--- src/rtl/scan_register.sv ---
// Multi-chain scan register: CHAINS independent WIDTH-bit chains with capture,
// shift, hold, a shadow update register and a shift-window counter.
module scan_register #(
    parameter int WIDTH  = 8,
    parameter int CHAINS = 2
) (
    input  logic                      CLK,
    input  logic                      RST,
    input  logic [CHAINS*WIDTH-1:0]   DI,
    input  logic [CHAINS-1:0]         SI,
    input  logic                      SE,
    input  logic                      HOLD,
    input  logic                      UPD,
    output logic [CHAINS*WIDTH-1:0]   Q,
    output logic [CHAINS-1:0]         SO,
    output logic [CHAINS*WIDTH-1:0]   DO,
    output logic [$clog2(WIDTH)-1:0]  SHIFT_CNT,
    output logic                      SHIFT_DONE
);

    localparam int             CW   = $clog2(WIDTH);
    localparam logic [CW-1:0]  LAST = CW'(WIDTH - 1);

    logic [CHAINS*WIDTH-1:0] q_q, q_d;
    logic [CHAINS*WIDTH-1:0] do_q, do_d;
    logic [CW-1:0]           cnt_q, cnt_d;
    logic                    done_q, done_d;

    always_comb begin
        // NOTE: every signal gets a default first so no path leaves it unassigned (no latch).
        q_d    = q_q;
        do_d   = do_q;
        cnt_d  = cnt_q;
        done_d = 1'b0;

        if (HOLD) begin
            q_d   = q_q;
            cnt_d = cnt_q;
        end else if (SE) begin
            for (int c = 0; c < CHAINS; c++) begin
                q_d[c*WIDTH +: WIDTH] = {SI[c], q_q[c*WIDTH+1 +: WIDTH-1]};
            end
            if (cnt_q == LAST) begin
                cnt_d  = '0;
                done_d = 1'b1;
            end else begin
                cnt_d = cnt_q + CW'(1);
            end
        end else begin
            q_d   = DI;
            cnt_d = '0;
        end

        // Shadow loads the pre-edge contents; a pattern in motion never reaches DO.
        if (UPD && !SE) begin
            do_d = q_q;
        end
    end

    // NOTE: sequential state uses non-blocking assignments so all flops update together.
    always_ff @(posedge CLK) begin
        if (RST) begin
            q_q    <= '0;
            do_q   <= '0;
            cnt_q  <= '0;
            done_q <= 1'b0;
        end else begin
            q_q    <= q_d;
            do_q   <= do_d;
            cnt_q  <= cnt_d;
            done_q <= done_d;
        end
    end

    always_comb begin
        for (int c = 0; c < CHAINS; c++) begin
            SO[c] = q_q[c*WIDTH];
        end
    end

    assign Q          = q_q;
    assign DO         = do_q;
    assign SHIFT_CNT  = cnt_q;
    assign SHIFT_DONE = done_q;

endmodule

--- config.mk ---
export PLATFORM = sky130hd
export DESIGN_NAME = scan_register
export DESIGN_NICKNAME = d
export VERILOG_FILES = /design/src/rtl/scan_register.sv
export SDC_FILE = /design/constraint.sdc
export NUM_CORES = 1
export LEC_CHECK = 0
export CAP_MARGIN = 15
export CORE_MARGIN = 4
export CORE_UTILIZATION = 35
export CTS_BUF_LIST = sky130_fd_sc_hd__clkbuf_8 sky130_fd_sc_hd__clkbuf_16
export DETAILED_ROUTE_END_ITERATION = 7
export MAX_ROUTING_LAYER = met4
export PLACE_DENSITY = 0.66
export SYNTH_ARGS = -nofsm -noshare
export SYNTH_HDL_FRONTEND = slang
export SYNTH_SLANG_ARGS = --single-unit
--- constraint.sdc ---
create_clock -name CLK -period 1.6 [get_ports CLK]
set_clock_uncertainty 0.2 [all_clocks]
set_input_delay 0.24 -clock CLK [delete_from_list [all_inputs] [get_ports CLK]]
set_output_delay 0.24 -clock CLK [all_outputs]
set_load 0.05 [all_outputs]
==> reports/qor.yml <==
status: "completed"
area_growth_pct: 73.1
yosys_warnings: 0
p_leak_uw: 0.00111
place.gp.congestion: 0.666
core_area_sq_um: 4350
finish.instance_area_sq_um: 2710
ys_ff_latch: 36
worstPathRequired_ns: 1.57
cts_tree: "yes"
ys_seq_area_frac: 0.460
setup_violations: 0
synth_common_cells: "dfxtp_1, nand2_1, nor2_1"
reg2reg_slack_ns: 0.17
route.detailed.drc: 0
cap_viol_max_count: 0
drt_first_pass_iters: 6
grt_setup_unrepaired: "no"
p_switching_uw: 570
fp.dieW_um: 74.9
via_per_inst: 4.59
htree_levels: 2
num_antenna_cells: 0
hold_path.class: "flip-flop to flip-flop"
drv_slew: 0
rows: 24
post-cts-setup-buffers: 0
synth_top_area_cell: "dfxtp_1"
p_int_uw: 1580
end_kind: "flip-flop"
syn_nets: 184
critPathMaxFanout: 20
grt_max_degree: 30
clk_latency_ns: 0.28
post-route-min-period_ns: 1.50
nets: 244
worstSetupPathType: "primary input to flip-flop"
synth_edf_count: 0
ant_nets: 0
synth.area.top_cells: "dfxtp_1, mux2i_1, mux2_4"
hpwl_um: 2590
holdPathEnd: "DO[6]$_SDFFE_PP0P_"
synthMostInstantiatedCell: "dfxtp_1"
power_uw: 2150
grt_pass1_vias: 1277
rr_worst_depth: 5
ys_types: 21
setup_tns_ns: 0
cts_sinks: 36
layout-drive-gt1-share: 0.329
start_kind: "primary input"
relSlewSlack: 0.818
portBuffers: 60
synthArstFlopShare: 0
die_area_sq_um: 5610
root_buffer: "clkbuf_8"
fin_crit_sh: 0.940
p_clk_frac: 0.317
syn_inst: 159
max_freq_mhz: 665
drt_iter0_markers: 86
dieHeight_um: 74.9
hold_viol: 0
pwr-share-comb: 0.229
grt_first_pass_wirelength_um: 5910
syn_area_sq_um: 1570
grt_use_total: 0.139
ir_drop_uv: 421
path_clk_slew_ns: 0.07
tightest_slew_ns: 0.273
drt-wirelength-per-cell_um: 13.1
start_util: 0.359
vias: 1245
cts_buffers: 5
cp.arrival_ns: 1.47
final_util: 0.622
synth_flop_cell: "dfxtp_1"
swShare: 0.265
io_pins: 61
reg2reg_from: "SHIFT_CNT[0]$_SDFFE_PP0N_"
synth_top_area_frac: 0.460
r2r-end: "SHIFT_CNT[0]$_SDFFE_PP0N_"
synth_area_per_cell_sq_um: 9.84
p_seq_frac: 0.454
place_area_sq_um: 2610
grt-ovfl-total: 0
hold_start: "DO[6]$_SDFFE_PP0P_"
hold_path_depth: 2
cellPowerDensity_nw_per_um2: 793
routed_wl_um: 3550
grt_antenna_before_repair: 0
clk_path_buf_depth: 2
[state kept, by name, summed over array words and instances (netlist names)]
signal,count
SHIFT_CNT,3
SHIFT_DONE,1
DO,16
Q,16
[per-layer routing]
layer,share of wire,track usage
met4,0.0028,0.0296
met5,0,-
met1,0.47,0.182
met3,0.074,0.0414
met2,0.46,0.213
[layout make-up]
class | count | area [sq um]
Clock buffer | 7 | 96.3
Multi-Input combinational cell | 109 | 744
Timing Repair Buffer | 67 | 1080
Fill cell | 326 | 1640
Sequential cell | 36 | 721
Tap cell | 52 | 65.1
[how the worst max path moves through the flow]
stage	from	to	slack [ns]	cells after the start
finish	SE	Q[4]$_SDFFE_PP0N_	0.1	5
global route	SE	Q[15]$_SDFFE_PP0N_	0.04	5
CTS	SE	DO[12]$_SDFFE_PP0P_	0.07	5
detailed placement	SE	DO[12]$_SDFFE_PP0P_	-0.23	5
global placement	SE	DO[10]$_SDFFE_PP0P_	-0.17	5
floorplan	SHIFT_CNT[0]$_SDFFE_PP0N_	SHIFT_CNT[2]$_SDFFE_PP0N_	0.005	4
[power by group through the flow]
stage / combinational (uW) / clock, uW / sequential (uW)
global placement: 490 / 0 / 995
finish: 492 / 682 / 976
detailed placement: 493 / 0 / 996
global route: 520 / 740 / 980
CTS: 495 / 706 / 976
floorplan: 162 / 0 / 1080
[critical path, cell delays in order]
cell and delay, ns:
clkdlybuf4s50_1 0.51, buf_12 0.19, mux2_2 0.35, mux2i_1 0.12, nor2_1 0.05
[cells in the final DEF, fill, tap and decap left out]
cell type        Yosys  routed
nand2b_4             0       1
a21oi_2              3       3
a21oi_1             14      14
and2b_1              2       2
nand2_1             32      32
nor4b_1              1       1
mux2_2               8       8
clkdlybuf4s50_1      0      22
nor2_1              19      19
clkbuf_8             0       7
dfxtp_1             36      36
and3b_1              1       1
ha_1                 2       2
a22oi_1              2       2
buf_12               1      42
mux2i_1             16      16
buf_4                2       3
mux2_4               8       8
[cell families (layout without fill, tap and decap cells)]
logic type                 count (synthesis)  after routing  synth area share
and+or+nand+nor                           56             56             0.149
DFF                                       36             36             0.460
muxes                                     32             32             0.237
adders and majority gates                  2              2            0.0160
AOI/OAI and AO/OA                         19             19            0.0711
buffers and inverters                     14             74            0.0671
[metrics by stage]
| stage | hold WS (ns) | instances | setup slack [ns] |
|---|---|---|---|
| final | 0.291 | 271 | 0.0962 |
| after global routing | 0.307 | 271 | 0.0403 |
| after CTS | 0.292 | 271 | 0.0656 |
| after detailed placement | 0.282 | 264 | -0.226 |
| after global placement | 0.278 | 264 | -0.173 |
| after floorplan | 0.306 | 159 | 0.00548 |
[repair_timing]
action | 4_1_cts | 5_1_grt
hold buffers | 0 | 0
setup endpoints to repair | 0 | 2
gates resized for setup | 0 | 1
No activity file was read; power rests on OpenSTA's default activity.
